<file path="config.mk">
export PLATFORM = sky130hd
export DESIGN_NAME = mc_control_unit_ws_flat
export DESIGN_NICKNAME = d
export VERILOG_FILES = /design/src/rtl/mc_control_unit_ws_if.sv /design/src/rtl/mc_control_unit_ws.sv /design/src/flat_wrapper.sv
export SDC_FILE = /design/constraint.sdc
export NUM_CORES = 1
export LEC_CHECK = 0
export ABC_AREA = 1
export CAP_MARGIN = 20
export CORE_ASPECT_RATIO = 0.6
export CORE_MARGIN = 2
export CORE_UTILIZATION = 38
export CTS_CLUSTER_SIZE = 28
export DETAILED_ROUTE_END_ITERATION = 8
export DONT_BUFFER_PORTS = 1
export PLACE_DENSITY_LB_ADDON = 0.08
export SLEW_MARGIN = 20
export SYNTH_ARGS = -nofsm -noshare
export SYNTH_HDL_FRONTEND = slang
export SYNTH_SLANG_ARGS = --single-unit
export TNS_END_PERCENT = 20
</file>
<file path="constraint.sdc">
create_clock -name clk -period 1.7 [get_ports clk]
set_input_delay 0.085 -clock clk [delete_from_list [all_inputs] [get_ports clk]]
set_output_delay 0.085 -clock clk [all_outputs]
set_load 0.005 [all_outputs]
</file>
<file path="src/rtl/mc_control_unit_ws_if.sv">
// ============================================================================
// Module      : mc_control_unit_ws_if
// Description : Decode-side inputs and datapath strobes/selects of the
//               multi-cycle TSC control unit, with master/slave views.
// Revision    : 1.0 - initial release
// ============================================================================
`default_nettype none

interface mc_control_unit_ws_if #(
    parameter int CNT_WIDTH = 16
);
    logic [3:0]           opcode;
    logic [5:0]           funccode;
    logic                 bcond;
    logic                 mem_ready;

    logic                 pc_write;
    logic                 pc_write_not_cond;
    logic                 i_or_d;
    logic                 mem_read;
    logic                 mem_write;
    logic                 ir_write;
    logic                 mdr_write;
    logic                 alu_src_A;
    logic                 reg_write;
    logic                 A_write;
    logic                 B_write;
    logic                 alu_write;
    logic [1:0]           alu_src_B;
    logic [1:0]           reg_dst;
    logic [1:0]           mem_to_reg;
    logic [1:0]           pc_src;
    logic [2:0]           alu_op;
    logic                 is_halted;
    logic                 mem_error;
    logic [CNT_WIDTH-1:0] num_inst;
    logic [2:0]           state_o;

    modport master (
        input  opcode, funccode, bcond, mem_ready,
        output pc_write, pc_write_not_cond, i_or_d, mem_read, mem_write,
               ir_write, mdr_write, alu_src_A, reg_write, A_write, B_write,
               alu_write, alu_src_B, reg_dst, mem_to_reg, pc_src, alu_op,
               is_halted, mem_error, num_inst, state_o
    );

    modport slave (
        output opcode, funccode, bcond, mem_ready,
        input  pc_write, pc_write_not_cond, i_or_d, mem_read, mem_write,
               ir_write, mdr_write, alu_src_A, reg_write, A_write, B_write,
               alu_write, alu_src_B, reg_dst, mem_to_reg, pc_src, alu_op,
               is_halted, mem_error, num_inst, state_o
    );
endinterface

`default_nettype wire

</file>
<file path="src/rtl/mc_control_unit_ws.sv">
// ============================================================================
// Module      : mc_control_unit_ws
// Description : Multi-cycle TSC control FSM with memory wait states, bounded
//               wait timeout, sticky HALT and retired-instruction counter.
//               Optional macro MC_FAST_BRANCH_EN: branches complete in EXE.
// Revision    : 1.0 - initial release
// ============================================================================
`default_nettype none

module mc_control_unit_ws #(
    parameter int CNT_WIDTH = 16,
    parameter int MAX_WAIT  = 15,
    parameter int WAIT_W    = 4
) (
    input  wire logic              clk,
    input  wire logic              reset_n,
    mc_control_unit_ws_if.master   bus
);
    typedef enum logic [2:0] {
        S_IF   = 3'd0,
        S_ID   = 3'd1,
        S_EXE  = 3'd2,
        S_MEM  = 3'd3,
        S_WB   = 3'd4,
        S_PCUP = 3'd5,
        S_HALT = 3'd6
    } state_t;

    localparam logic [3:0] OP_BNE = 4'd0,  OP_BEQ = 4'd1,  OP_ADI = 4'd4;
    localparam logic [3:0] OP_ORI = 4'd5,  OP_LHI = 4'd6,  OP_LWD = 4'd7;
    localparam logic [3:0] OP_SWD = 4'd8,  OP_JMP = 4'd9,  OP_JAL = 4'd10;
    localparam logic [3:0] OP_ALU = 4'd15, OP_BLZ = 4'd3;
    localparam logic [5:0] FN_JPR = 6'd25, FN_JRL = 6'd26, FN_WWD = 6'd28, FN_HLT = 6'd29;

    // Mux select codes shared with the datapath
    localparam logic       SRCA_PC  = 1'b0, SRCA_A = 1'b1;
    localparam logic [1:0] SRCB_B   = 2'd0, SRCB_ONE = 2'd1, SRCB_IMM = 2'd2, SRCB_ZERO = 2'd3;
    localparam logic [1:0] DST_RD   = 2'd0, DST_RT = 2'd1, DST_R2 = 2'd2;
    localparam logic [1:0] M2R_ALU  = 2'd0, M2R_MDR = 2'd1, M2R_IMM = 2'd2, M2R_PC = 2'd3;
    localparam logic [1:0] PCS_ALURES = 2'd0, PCS_ALUOUT = 2'd1, PCS_TARGET = 2'd2, PCS_A = 2'd3;
    localparam logic [2:0] ALU_ADD  = 3'd0, ALU_SUB = 3'd1, ALU_ORR = 3'd3;

    localparam logic [WAIT_W-1:0]    WAIT_LAST = WAIT_W'(MAX_WAIT - 1);
    localparam logic [CNT_WIDTH-1:0] CNT_ONE   = CNT_WIDTH'(1);

    state_t                state_q, state_d;
    logic [WAIT_W-1:0]     wait_cnt_q, wait_cnt_d;
    logic                  mem_error_q, mem_error_d;
    logic                  bcond_q, bcond_d;
    logic [CNT_WIDTH-1:0]  num_inst_q, num_inst_d;
    logic                  mem_phase;

    logic is_branch, is_rtype, is_jpr, is_jrl, is_wwd, is_hlt;
    assign is_branch = (bus.opcode <= OP_BLZ);
    assign is_rtype  = (bus.opcode == OP_ALU);
    assign is_jpr    = is_rtype && (bus.funccode == FN_JPR);
    assign is_jrl    = is_rtype && (bus.funccode == FN_JRL);
    assign is_wwd    = is_rtype && (bus.funccode == FN_WWD);
    assign is_hlt    = is_rtype && (bus.funccode == FN_HLT);

    always_ff @(posedge clk) begin
        if (!reset_n) begin
            state_q     <= S_IF;
            wait_cnt_q  <= '0;
            mem_error_q <= 1'b0;
            bcond_q     <= 1'b0;
            num_inst_q  <= '0;
        end else begin
            state_q     <= state_d;
            wait_cnt_q  <= wait_cnt_d;
            mem_error_q <= mem_error_d;
            bcond_q     <= bcond_d;
            num_inst_q  <= num_inst_d;
        end
    end

    always_comb begin
        state_d               = state_q;
        wait_cnt_d            = '0;
        mem_error_d           = mem_error_q;
        bcond_d               = bcond_q;
        num_inst_d            = num_inst_q;
        mem_phase             = 1'b0;
        bus.pc_write          = 1'b0;
        bus.pc_write_not_cond = 1'b0;
        bus.i_or_d            = 1'b0;
        bus.mem_read          = 1'b0;
        bus.mem_write         = 1'b0;
        bus.ir_write          = 1'b0;
        bus.mdr_write         = 1'b0;
        bus.alu_src_A         = SRCA_PC;
        bus.reg_write         = 1'b0;
        bus.A_write           = 1'b0;
        bus.B_write           = 1'b0;
        bus.alu_write         = 1'b0;
        bus.alu_src_B         = SRCB_B;
        bus.reg_dst           = DST_RD;
        bus.mem_to_reg        = M2R_ALU;
        bus.pc_src            = PCS_ALURES;
        bus.alu_op            = ALU_ADD;

        // Strobes are forced low while reset is held, whatever the state
        if (reset_n) begin
            case (state_q)
                S_IF: begin
                    mem_phase    = 1'b1;
                    bus.mem_read = 1'b1;
                    bus.ir_write = bus.mem_ready;
                    if (bus.mem_ready) state_d = S_ID;
                end
                S_ID: begin
                    bus.A_write = 1'b1;
                    bus.B_write = 1'b1;
                    if (is_branch) begin
                        bus.alu_src_B = SRCB_IMM;
                        bus.alu_write = 1'b1;
                    end
                    if (is_hlt)                                                    state_d = S_HALT;
                    else if (bus.opcode == OP_LHI || bus.opcode == OP_JAL || is_jrl) state_d = S_WB;
                    else if (bus.opcode == OP_JMP || is_jpr || is_wwd)             state_d = S_PCUP;
                    else                                                           state_d = S_EXE;
                end
                S_EXE: begin
                    bus.alu_src_A = SRCA_A;
                    if (is_branch) begin
                        bus.alu_op    = ALU_SUB;
                        bus.alu_src_B = (bus.opcode == OP_BNE || bus.opcode == OP_BEQ) ? SRCB_B : SRCB_ZERO;
                        bcond_d       = bus.bcond;
`ifdef MC_FAST_BRANCH_EN
                        bus.pc_write  = 1'b1;
                        num_inst_d    = num_inst_q + CNT_ONE;
                        state_d       = S_IF;
                        if (bus.bcond) begin
                            bus.pc_src = PCS_ALUOUT;
                        end else begin
                            bus.alu_src_A = SRCA_PC;
                            bus.alu_src_B = SRCB_ONE;
                            bus.alu_op    = ALU_ADD;
                        end
`else
                        state_d       = S_PCUP;
`endif
                    end else if (is_rtype) begin
                        bus.alu_op    = bus.funccode[2:0];
                        bus.alu_write = 1'b1;
                        state_d       = S_WB;
                    end else begin
                        bus.alu_src_B = SRCB_IMM;
                        bus.alu_op    = (bus.opcode == OP_ORI) ? ALU_ORR : ALU_ADD;
                        bus.alu_write = 1'b1;
                        state_d       = (bus.opcode == OP_LWD || bus.opcode == OP_SWD) ? S_MEM : S_WB;
                    end
                end
                S_MEM: begin
                    mem_phase  = 1'b1;
                    bus.i_or_d = 1'b1;
                    if (bus.opcode == OP_LWD) begin
                        bus.mem_read  = 1'b1;
                        bus.mdr_write = bus.mem_ready;
                    end else begin
                        bus.mem_write = 1'b1;
                    end
                    if (bus.mem_ready) state_d = (bus.opcode == OP_LWD) ? S_WB : S_PCUP;
                end
                S_WB: begin
                    bus.reg_write = 1'b1;
                    state_d       = S_PCUP;
                    if (bus.opcode == OP_ADI || bus.opcode == OP_ORI) begin
                        bus.reg_dst = DST_RT;
                    end else if (bus.opcode == OP_LHI) begin
                        bus.reg_dst    = DST_RT;
                        bus.mem_to_reg = M2R_IMM;
                    end else if (bus.opcode == OP_LWD) begin
                        bus.reg_dst    = DST_RT;
                        bus.mem_to_reg = M2R_MDR;
                    end else if (bus.opcode == OP_JAL || is_jrl) begin
                        bus.reg_dst    = DST_R2;
                        bus.mem_to_reg = M2R_PC;
                    end
                end
                S_PCUP: begin
                    bus.pc_write = 1'b1;
                    num_inst_d   = num_inst_q + CNT_ONE;
                    state_d      = S_IF;
                    if (bus.opcode == OP_JMP || bus.opcode == OP_JAL) begin
                        bus.pc_src = PCS_TARGET;
                    end else if (is_jpr || is_jrl) begin
                        bus.pc_src = PCS_A;
                    end else if (is_branch && bcond_q) begin
                        bus.pc_src = PCS_ALUOUT;
                    end else begin
                        bus.alu_src_B = SRCB_ONE;
                    end
                end
                S_HALT: state_d = S_HALT;
                default: state_d = S_HALT;
            endcase

            // The last tolerated low cycle sends the FSM to HALT; a ready
            // on that cycle still completes the access.
            if (mem_phase && !bus.mem_ready) begin
                if (wait_cnt_q == WAIT_LAST) begin
                    state_d     = S_HALT;
                    mem_error_d = 1'b1;
                end else begin
                    wait_cnt_d  = wait_cnt_q + WAIT_W'(1);
                end
            end
            if (state_d != state_q) wait_cnt_d = '0;
        end
    end

    assign bus.is_halted = (state_q == S_HALT);
    assign bus.mem_error = mem_error_q;
    assign bus.num_inst  = num_inst_q;
    assign bus.state_o   = state_q;

endmodule

`default_nettype wire
</file>
<file path="src/flat_wrapper.sv">
// flat-port wrapper written by rule: the top's interface ports become plain ports
module mc_control_unit_ws_flat 
#(
    parameter int CNT_WIDTH = 16,
    parameter int MAX_WAIT  = 15,
    parameter int WAIT_W    = 4
)
  (clk, reset_n, bus_opcode, bus_funccode, bus_bcond, bus_mem_ready, bus_pc_write, bus_pc_write_not_cond, bus_i_or_d, bus_mem_read, bus_mem_write, bus_ir_write, bus_mdr_write, bus_alu_src_A, bus_reg_write, bus_A_write, bus_B_write, bus_alu_write, bus_alu_src_B, bus_reg_dst, bus_mem_to_reg, bus_pc_src, bus_alu_op, bus_is_halted, bus_mem_error, bus_num_inst, bus_state_o);
  mc_control_unit_ws_if #(.CNT_WIDTH(CNT_WIDTH)) bus_i ();
  input  wire logic clk;
  input  wire logic reset_n;
  input wire logic [$bits(bus_i.opcode)-1:0] bus_opcode;
  input wire logic [$bits(bus_i.funccode)-1:0] bus_funccode;
  input wire logic [$bits(bus_i.bcond)-1:0] bus_bcond;
  input wire logic [$bits(bus_i.mem_ready)-1:0] bus_mem_ready;
  output wire logic [$bits(bus_i.pc_write)-1:0] bus_pc_write;
  output wire logic [$bits(bus_i.pc_write_not_cond)-1:0] bus_pc_write_not_cond;
  output wire logic [$bits(bus_i.i_or_d)-1:0] bus_i_or_d;
  output wire logic [$bits(bus_i.mem_read)-1:0] bus_mem_read;
  output wire logic [$bits(bus_i.mem_write)-1:0] bus_mem_write;
  output wire logic [$bits(bus_i.ir_write)-1:0] bus_ir_write;
  output wire logic [$bits(bus_i.mdr_write)-1:0] bus_mdr_write;
  output wire logic [$bits(bus_i.alu_src_A)-1:0] bus_alu_src_A;
  output wire logic [$bits(bus_i.reg_write)-1:0] bus_reg_write;
  output wire logic [$bits(bus_i.A_write)-1:0] bus_A_write;
  output wire logic [$bits(bus_i.B_write)-1:0] bus_B_write;
  output wire logic [$bits(bus_i.alu_write)-1:0] bus_alu_write;
  output wire logic [$bits(bus_i.alu_src_B)-1:0] bus_alu_src_B;
  output wire logic [$bits(bus_i.reg_dst)-1:0] bus_reg_dst;
  output wire logic [$bits(bus_i.mem_to_reg)-1:0] bus_mem_to_reg;
  output wire logic [$bits(bus_i.pc_src)-1:0] bus_pc_src;
  output wire logic [$bits(bus_i.alu_op)-1:0] bus_alu_op;
  output wire logic [$bits(bus_i.is_halted)-1:0] bus_is_halted;
  output wire logic [$bits(bus_i.mem_error)-1:0] bus_mem_error;
  output wire logic [$bits(bus_i.num_inst)-1:0] bus_num_inst;
  output wire logic [$bits(bus_i.state_o)-1:0] bus_state_o;
  assign bus_i.opcode = bus_opcode;
  assign bus_i.funccode = bus_funccode;
  assign bus_i.bcond = bus_bcond;
  assign bus_i.mem_ready = bus_mem_ready;
  assign bus_pc_write = bus_i.pc_write;
  assign bus_pc_write_not_cond = bus_i.pc_write_not_cond;
  assign bus_i_or_d = bus_i.i_or_d;
  assign bus_mem_read = bus_i.mem_read;
  assign bus_mem_write = bus_i.mem_write;
  assign bus_ir_write = bus_i.ir_write;
  assign bus_mdr_write = bus_i.mdr_write;
  assign bus_alu_src_A = bus_i.alu_src_A;
  assign bus_reg_write = bus_i.reg_write;
  assign bus_A_write = bus_i.A_write;
  assign bus_B_write = bus_i.B_write;
  assign bus_alu_write = bus_i.alu_write;
  assign bus_alu_src_B = bus_i.alu_src_B;
  assign bus_reg_dst = bus_i.reg_dst;
  assign bus_mem_to_reg = bus_i.mem_to_reg;
  assign bus_pc_src = bus_i.pc_src;
  assign bus_alu_op = bus_i.alu_op;
  assign bus_is_halted = bus_i.is_halted;
  assign bus_mem_error = bus_i.mem_error;
  assign bus_num_inst = bus_i.num_inst;
  assign bus_state_o = bus_i.state_o;
  mc_control_unit_ws #(.CNT_WIDTH(CNT_WIDTH), .MAX_WAIT(MAX_WAIT), .WAIT_W(WAIT_W)) u_core (.clk(clk), .reset_n(reset_n), .bus(bus_i));
endmodule
</file>
==> metrics.yaml, run 1 <==
fp.coreArea_um2: 4140
cp_max_fo: 8
drv_slew: 0
peakVddDrop_mv: 0.424
grt_max_degree: 19
use_met3_pct: 4.90
tritoncts: "done"
die_x_um: 89.3
netlist_top_cells_area: "dfxtp_1, nand2_1, inv_1, nor2_1, nand3_1"
r2r_cells: 8
grtUsageTotal_pct: 17.8
finalHoldViolations: 0
seq_area_frac_synth_pct: 30.2
p_leak_uw: 0.000801
period_needed_ns: 1.59
cts.htree.levels: 1
grt_pass1_vias: 1398
drc: 0
path_clk_slew_ns: 0.09
initial_core_util_pct: 40.0
drt_wl_total_um: 4080
syn_inst: 267
hold_depth: 3
clock_skew_ns: 0.00628
synth_nets: 284
syn_avg_cell_area_um2: 6.21
synth_top_area_share_pct: 30.2
synth_compound_area_share_pct: 12.3
hold_class: "input port to register"
worst_pin_slew_ns: 0.579
die_h_um: 55.2
dr.pass1.iters: 4
nFillCells: 454
setup_tns_ns: 0
critical_path_class: "register to output pin"
gp_congestion: 0.765
post_drt_wl_per_cell_um: 12.2
antenna_left: 0
grt_pass1_wl_um: 6730
fin_cells: 333
numCtsBuffers: 3
drt_iter0_drc: 83
synth_top_flop_cell: "dfxtp_1"
use_met2_pct: 23.8
synthMuxAreaShare_pct: 0
synth_fa_ha_area_share_pct: 2.26
synth_edf_count: 0
num_rows: 18
grt-busiest-layer: "met1"
placed_cells: 327
cts_setup_buffers: 0
synth_most_common_cell: "nand2_1"
start_kind: "register"
syn_area_um2: 1660
n_antenna_cell: 0
synth_top_family_by_area: "simple AND/OR/NAND/NOR gates"
yosysTopAreaCell: "dfxtp_1"
slew_headroom_pct: 61.3
critPathCaptureType: "output pin"
worstSkewPairLatency_ns: 0.27
io_pins: 58
status: "finished, final reports clean"
critPathRequiredTime_ns: 1.62
synthSimpleGateAreaFrac_pct: 40.7
cts.path.max_buffers: 2
cts-root-buf: "clkbuf_8"
synth-seq-cells: 25
cp.arrival_ns: 1.50
async_reset_ff_share_pct: 0
vias: 1613
grt-ovfl-total: 0
routed_via_density: 4.84
io_buffers: 0
p_per_area_nw_per_um2: 669
die-area_um2: 4920
grt_setup_unrepaired: "no"
met1_usage_pct: 28.8
setup_viol: 0
synthTopCellsByCount: "nand2_1, inv_1, nor2_1"
finalCritPeriodShare_pct: 93.4
cap_violations: 0
dpl.hpwl_um: 3350
synthXorXnorAreaFrac_pct: 2.11
drive_gt1_share_pct: 8.79
finalInstanceArea_um2: 1830
fmax_ghz: 0.630
synth_cell_type_count: 29
place_area_um2: 1740
yosysWarningCount: 0
cts_sinks: 25
nNetsFinal: 291
area_delta_synth_final_pct: 10.1
grt_antenna_before_repair: 0
==> power by group <==
| group | total (uW) | switching [uW] | internal [uW] |
|---|---|---|---|
| logic | 213 | 143 | 70.0 |
| clock network | 362 | 195 | 166 |
| registers | 647 | 39.3 | 607 |
==> repair_timing <==
item	4_1_cts	5_1_grt
gates cloned	0	0
gates resized for setup	2	3
setup endpoints to repair	3	12
hold buffers	2	0
hold endpoints to repair	11	0
==> registers in the layout (all words and copies together) (netlist names) <==
name and cells:
u_core.bus.num_inst 16, u_core.bus.state_o 3, u_core.wait_cnt_q 4, u_core.bcond_q 1, u_core.bus.mem_error 1
==> kinds of logic after synthesis <==
family	after synthesis
AO/OA/AOI/OAI	38
XOR/XNOR	4
buffers and inverters	52
AND/OR/NAND/NOR	144
adder cells (fa/ha/maj)	3
flip-flops	25
other	1
==> through the flow <==
stage | total power [uW] | hold WS, ns | utilization (%) | worst slack (ns)
final | 1220 | 0.0187 | 44.1 | 0.112
after global routing | 1310 | 0.0110 | 44.1 | 0.0251
after CTS | 1240 | 0.0139 | 43.9 | 0.00833
after detailed placement | 857 | 0.216 | 42.1 | 0.218
after global placement | 858 | 0.215 | 42.1 | 0.228
after floorplan | 817 | 0.223 | - | 0.315
==> layout make-up <==
class | count | area (um2) | area share, %
inverters | 47 | 176 | 9.66
repair buffers | 7 | 57.6 | 3.15
well taps | 60 | 75.1 | 4.11
clock inverters | 1 | 7.51 | 0.411
multi-input cells | 190 | 963 | 52.8
clock buffers | 3 | 41.3 | 2.26
flip-flops and latches | 25 | 504 | 27.6
==> worst max-delay path, stage by stage, from the launching register on <==
cell and delay (ns):
dfxtp_2 0.40, nor3_4 0.32, nand2_1 0.10, inv_1 0.14, nand2_1 0.07, a21oi_1 0.20
==> routing by layer <==
metal,vias up,routed length [um]
li1,867,-
met1,687,2240
met2,59,1450
met3,0,389
met4,0,0
met5,-,0
==> path summary, 6_finish.rpt <==
kind	startpoint	end	slack (ns)
worst min register to register	u_core.wait_cnt_q[0]	u_core.wait_cnt_q[0]	0.47
worst max-delay path	u_core.bus.state_o[2]	bus_alu_src_B[0]	0.11
worst max register to register	u_core.bus.num_inst[0]	u_core.bus.num_inst[14]	0.23
worst min-delay path	bus_mem_ready	u_core.bus.mem_error	0.02
==> cell usage in the layout (no fill, tap or decap), drive strengths merged, types with 3 or more instances in the layout <==
cell type and n:
nand2 54, inv 47, nor2 46, nand3 26, dfxtp 25, a21oi 18, o21ai 14, nor3 11
buf 5, nand4 4, ha 3, clkbuf 3
Power figures use the tool's default switching activity.
==> run 2: changes to the inputs <==
--- a/config.mk
+++ b/config.mk
@@ -8,7 +8,7 @@
 export ABC_AREA = 1
 export CAP_MARGIN = 20
 export CORE_ASPECT_RATIO = 0.6
-export CORE_MARGIN = 2
+export CORE_MARGIN = 3
 export CORE_UTILIZATION = 38
 export CTS_CLUSTER_SIZE = 28
 export DETAILED_ROUTE_END_ITERATION = 8
==> constraint.sdc (replaced) <==
create_clock -name clk -period 1.4 [get_ports clk]
set_input_delay 0.07 -clock clk [delete_from_list [all_inputs] [get_ports clk]]
set_output_delay 0.07 -clock clk [all_outputs]
set_load 0.005 [all_outputs]
==> run 2 against run 1 <==
Compared with the run above: the run now ends with hold timing, setup timing left; core utilization rose by 6.9 points; hold slack got worse by 0.11 ns; cell area rose by 9.2%; non-clock buffer count rose by 14; register-to-register slack got worse by 0.21 ns; clock power rose by 19%; first-iteration DRC count fell by 23%; combinational power rose by 53%; flip-flop and latch count did not move; wire length rose by 9.2%.
==> metrics.yaml, run 2 (same netlist as run 1, synthesis figures left out) <==
area_delta_synth_final_pct: 20.2
drc: 0  # unchanged
layout_commonest_cell: "nand2_1"
grt_setup_unrepaired: "yes"
gp_congestion: 0.887  # +16%
drt_iter0_drc: 64  # -23%
cts-root-buf: "clkbuf_8"
reg2reg_slack_ns: 0.02  # -0.21 ns
p_leak_uw: 0.000874  # +9.0%
die_x_um: 91.3  # +2.2%
crit_chain: "nor3_4 > inv_1 > nor2_2 > buf_4 > nand3_2 > inv_2"
setup_viol: 3  # +3
grt_max_degree: 18  # -1
clock_skew_ns: 0.00873  # +0.00245 ns
dpl.hpwl_um: 3540  # +5.7%
fp.coreArea_um2: 3910  # -5.6%
crit_path_top_delay_cell: "dfxtp_4"
numCtsBuffers: 3  # unchanged
cts.path.max_buffers: 2  # unchanged
drt_wl_total_um: 4450  # +9.2%
grt_pass1_vias: 1558  # +11%
cts.htree.levels: 1  # unchanged
seqCellArea_um2: 515  # +2.2%
holdPathEnd: "u_core.bus.num_inst[2]"
utilization_pct: 50.9  # +6.9 points
routed_via_density: 4.84  # about the same
p_per_area_nw_per_um2: 772  # +15%
tritoncts: "done"
period_needed_ns: 1.42
cp.buffers_inverters: 3  # +2
multiInputGateArea_um2: 1020  # +5.7%
cts_sinks: 25  # unchanged
initial_core_util_pct: 42.4  # +2.4 points
final_cell_mix: "nand2_1, inv_1, nor2_1"
fin_cells: 344  # +3.3%
drive_gt1_share_pct: 21.6  # +13 points
nNetsFinal: 305  # +4.8%
critical_path_class: "register to output pin"
r2r_end: "u_core.bus.num_inst[14]"
n_antenna_cell: 0  # unchanged
vias: 1665  # +3.2%
path_delay_family: "simple AND/OR/NAND/NOR gates"
finalCritPeriodShare_pct: 101
die_h_um: 57.2  # +3.6%
timing.hold.ws_ns: -0.0871  # -0.106 ns
post_drt_wl_per_cell_um: 12.9  # +5.7%
fmax_ghz: 0.704
hold_depth: 2  # -1
cp_max_fo: 6  # -2
critPathCaptureType: "output pin"
hold_start: "reset_n"
critPathRequiredTime_ns: 1.33  # -0.29 ns
grt_antenna_before_repair: 0  # unchanged
io_buffers: 0  # unchanged
r2r_cells: 8  # unchanged
grt_pass1_wl_um: 7580  # +13%
antenna_left: 0  # unchanged
cap_violations: 0  # unchanged
slew_headroom_pct: 52.7  # -8.6 points
start_kind: "register"
drv_slew: 0  # unchanged
peakVddDrop_mv: 0.365  # -14%
cp.arrival_ns: 1.35  # -0.15 ns
hold_class: "input port to register"
rr_startpoint: "u_core.bus.num_inst[1]"
grt-ovfl-total: 0  # unchanged
violations: "hold timing, setup timing"
worst_pin_slew_ns: 0.708  # +0.129 ns
nFillCells: 429  # -5.5%
finalHoldViolations: 12  # +12
largest_reg_flops: 16  # unchanged
worstSkewPairLatency_ns: 0.27  # about the same
num_rows: 17  # -1
placed_cells: 339  # +3.7%
fin_ws_ns: -0.0207  # -0.133 ns
status: "complete, but fails checks"
crit_path_max_incr_delay_ns: 0.38  # -0.02 ns
grtUsageTotal_pct: 17.8  # -0.023 points
die-area_um2: 5220  # +5.9%
io_pins: 58  # unchanged
dr.pass1.iters: 4  # unchanged
path_clk_slew_ns: 0.09  # about the same
## run 2: changes by cell type in the layout (fill, tap and decap cells not counted), sizes merged
cell         change
buf             +16
dlygate4sd3      -2
clkbuf           +1
clkinvlp         -1
## run 2: final cells by class
cell class,instances,area share (%)
Inverter,47,9.10
Clock buffer,4,2.26
Tap cell,57,3.58
Timing Repair Buffer,21,8.10
Multi-Input combinational cell,190,51.1
Sequential cell,25,25.9
## run 2: routing by layer
layer	wire [um]	GRT usage (%)	vias up
li1	-	-	890
met1	2480	28.3	729
met2	1640	23.2	42
met3	307	5.27	4
met4	29	3.00	0
met5	0	0	-
## run 2: timing repair
action | CTS | global route
resized for setup | 25 | 11
cloned | 0 | 0
endpoints found under the hold margin | 11 | 11
setup buffers | 1 | 0
endpoints found under the setup margin | 19 | 30
pin swaps | 3 | 3
## run 2: worst max path at each step
stage,from,end,slack [ns],cells past startpoint
after global routing,u_core.bus.state_o[2],bus_mem_read,-0.14,6
final,u_core.bus.state_o[2],bus_alu_op[1],-0.02,6
after detailed placement,u_core.bus.num_inst[1],u_core.bus.num_inst[14],-0.04,8
after CTS,u_core.bus.state_o[1],bus_alu_op[1],-0.06,7
after global placement,u_core.bus.num_inst[0],u_core.bus.num_inst[14],0.01,8
after floorplan,u_core.bus.num_inst[1],u_core.bus.num_inst[14],0.01,8
## run 2: power breakdown
part	switching [uW]	internal, uW
combinational	203	122
sequential	42.3	740
clock	228	204
## run 2: through the flow
step                      total power, uW  setup WS, ns  cell area (um2)  setup TNS, ns  hold WS, ns
final                                1540       -0.0207             1990        -0.0367      -0.0871
after global routing                 1630        -0.138             1990          -1.41      -0.0706
after CTS                            1550       -0.0559             1970         -0.308      -0.0912
after detailed placement             1080       -0.0421             1850        -0.0421        0.201
after global placement               1080        0.0118             1850              0        0.201
after floorplan                       992        0.0150             1660              0        0.208
==> run 3: changes to the inputs <==
--- a/config.mk
+++ b/config.mk
@@ -7,9 +7,11 @@
 export LEC_CHECK = 0
 export ABC_AREA = 1
 export CAP_MARGIN = 20
+export CELL_PAD_IN_SITES_DETAIL_PLACEMENT = 1
+export CELL_PAD_IN_SITES_GLOBAL_PLACEMENT = 2
 export CORE_ASPECT_RATIO = 0.6
 export CORE_MARGIN = 3
-export CORE_UTILIZATION = 38
+export CORE_UTILIZATION = 28
 export CTS_CLUSTER_SIZE = 28
 export DETAILED_ROUTE_END_ITERATION = 8
 export DONT_BUFFER_PORTS = 1
==> run 3 against run 2 <==
Compared with the run above: the run still ends with hold timing, setup timing left; via count grew 9.1%; register-to-register slack lost 0.04 ns; combinational power grew 37%; clock power grew 4.6%; critical path depth is the same; non-clock buffer count grew 24; core utilization shrank 10 points; die area grew 32%; count of clock-buffer cells in the layout shrank 1; sequential share of layout area shrank 3.6 points; flip-flop and latch count is the same.
==> metrics.yaml, run 3 (same netlist as run 1, synthesis figures left out) <==
grt-ovfl-total: 0  # unchanged
antenna_left: 0  # unchanged
cts_sinks: 25  # unchanged
clock_skew_ns: 0.00531  # -0.00342 ns
nNetsFinal: 329  # +7.9%
drv_slew: 0  # unchanged
numCtsBuffers: 3  # unchanged
peakVddDrop_mv: 0.374  # +2.4%
worst_pin_slew_ns: 0.617  # -0.0915 ns
p_leak_uw: 0.00101  # +16%
die_x_um: 105  # +15%
grt-busiest-layer: "met1"
dpl.hpwl_um: 4380  # +24%
fin_ws_ns: -0.0429  # -0.0223 ns
p_per_area_nw_per_um2: 726  # -6.0%
grt_max_degree: 16  # -2
final_cell_mix: "nand2_1, buf_4, inv_1"
grt_pass1_wl_um: 8940  # +18%
num_rows: 21  # +4
hold_class: "input port to register"
die-area_um2: 6910  # +32%
drt_iter0_drc: 58  # -9.4%
finalCritPeriodShare_pct: 103  # +1.6 points
drive_gt1_share_pct: 32.2  # +11 points
routed_via_density: 4.65  # -4.0%
worstSkewPairLatency_ns: 0.28  # about the same
vias: 1817  # +9.1%
period_needed_ns: 1.44  # +0.0223 ns
die_h_um: 65.6  # +15%
cts-root-buf: "clkbuf_8"
drc: 0  # unchanged
critical_path_class: "register to output pin"
cap_violations: 0  # unchanged
grt_pass1_vias: 1747  # +12%
n_antenna_cell: 0  # unchanged
initial_core_util_pct: 29.3  # -13 points
start_kind: "register"
drt_wl_total_um: 5540  # +24%
critPathRequiredTime_ns: 1.33  # about the same
cts_hold_repair.buffers: 1
grtUsageTotal_pct: 16.3  # -1.5 points
cts.htree.levels: 1  # unchanged
reg2reg_slack_ns: -0.02  # -0.04 ns
fp.coreArea_um2: 5650  # +44%
path_clk_slew_ns: 0.09  # about the same
use_met2_pct: 22.0  # -1.2 points
rr_startpoint: "u_core.bus.state_o[0]"
critPathCaptureType: "output pin"
met1_usage_pct: 25.5  # -2.8 points
status: "complete, but fails checks"
cp.arrival_ns: 1.37  # +0.02 ns
r2r_end: "u_core.bcond_q"
layout_commonest_cell: "nand2_1"
finalHoldViolations: 15  # +3
gp_congestion: 0.784  # -12%
setup_viol: 6  # +3
cp_max_fo: 6  # unchanged
timing.hold.ws_ns: -0.0776  # +0.00945 ns
tritoncts: "done"
fin_cells: 391  # +14%
placed_cells: 374  # +10%
violations: "hold timing, setup timing"
area_delta_synth_final_pct: 39.1
largest_reg_flops: 16  # unchanged
slew_headroom_pct: 58.8  # +6.1 points
fmax_ghz: 0.693  # -1.5%
io_pins: 58  # unchanged
post_drt_wl_per_cell_um: 14.2  # +9.5%
hold_depth: 2  # unchanged
critPathLaunch: "u_core.bus.state_o[0]"
dr.pass1.iters: 4  # unchanged
grt_setup_unrepaired: "yes"
io_buffers: 0  # unchanged
cts.path.max_buffers: 2  # unchanged
use_met3_pct: 4.91  # -0.36 points
grt_antenna_before_repair: 0  # unchanged
hold_start: "reset_n"
r2r_cells: 8  # unchanged
holdPathEnd: "u_core.bus.num_inst[2]"
[run 3: repair_timing]
| action | CTS | global route |
|---|---|---|
| buffers inserted | 9 | 3 |
| resized for setup | 35 | 27 |
| hold endpoints to repair | 12 | 15 |
| endpoints found under the setup margin | 29 | 38 |
| pin swaps | 3 | 6 |
[run 3: metrics by stage]
step	area, um2	power, uW	setup slack (ns)	TNS, ns	utilization, %
3_3_place_gp	1970	1120	-0.0621	-0.170	34.9
3_5_place_dp	1970	1120	-0.0418	-0.167	34.9
2_1_floorplan	1660	992	0.0150	0	-
5_1_grt	2310	1800	-0.145	-2.07	40.8
4_1_cts	2190	1660	-0.0985	-0.479	38.8
6_report	2310	1670	-0.0429	-0.114	40.8
[run 3: worst max-delay path, cell delays in order (launching register included)]
cell     delay [ns]
dfxtp_4        0.39
nor3_4         0.20
inv_1          0.09
nor2_4         0.11
inv_2          0.08
nor3_2         0.10
buf_4          0.13
[run 3: worst max path at each step]
stage | to | slack (ns) | cells after the start
2_1_floorplan | u_core.bus.num_inst[14] | 0.01 | 8
4_1_cts | bus_alu_op[2] | -0.1 | 7
3_3_place_gp | bus_alu_op[2] | -0.06 | 7
3_5_place_dp | u_core.bus.state_o[0] | -0.04 | 8
6_report | bus_alu_op[2] | -0.04 | 6
5_1_grt | bus_alu_op[2] | -0.15 | 6
[run 3: cell type report]
cell class                      instances  area (um2)
Clock inverter                          1        7.51
Inverter                               47         186
Clock buffer                            3        41.3
Timing Repair Buffer                   45         355
Sequential cell                        25         513
Tap cell                               80         100
Multi-Input combinational cell        190        1100
Fill cell                             720        3340
[run 3: power breakdown]
part	leakage [uW]	internal (uW)	switching [uW]
Sequential	0.000205	739	38.7
Combinational	0.000787	189	255
Clock	0.0000217	202	250
Total	0.00101	1130	544
[run 3: metal layers]
layer	share of wire [%]	up-vias	routed length (um)
met5	0	-	0
met4	0	0	0
met3	5.8	0	324
met2	38	44	2130
met1	56	836	3090
li1	-	937	-
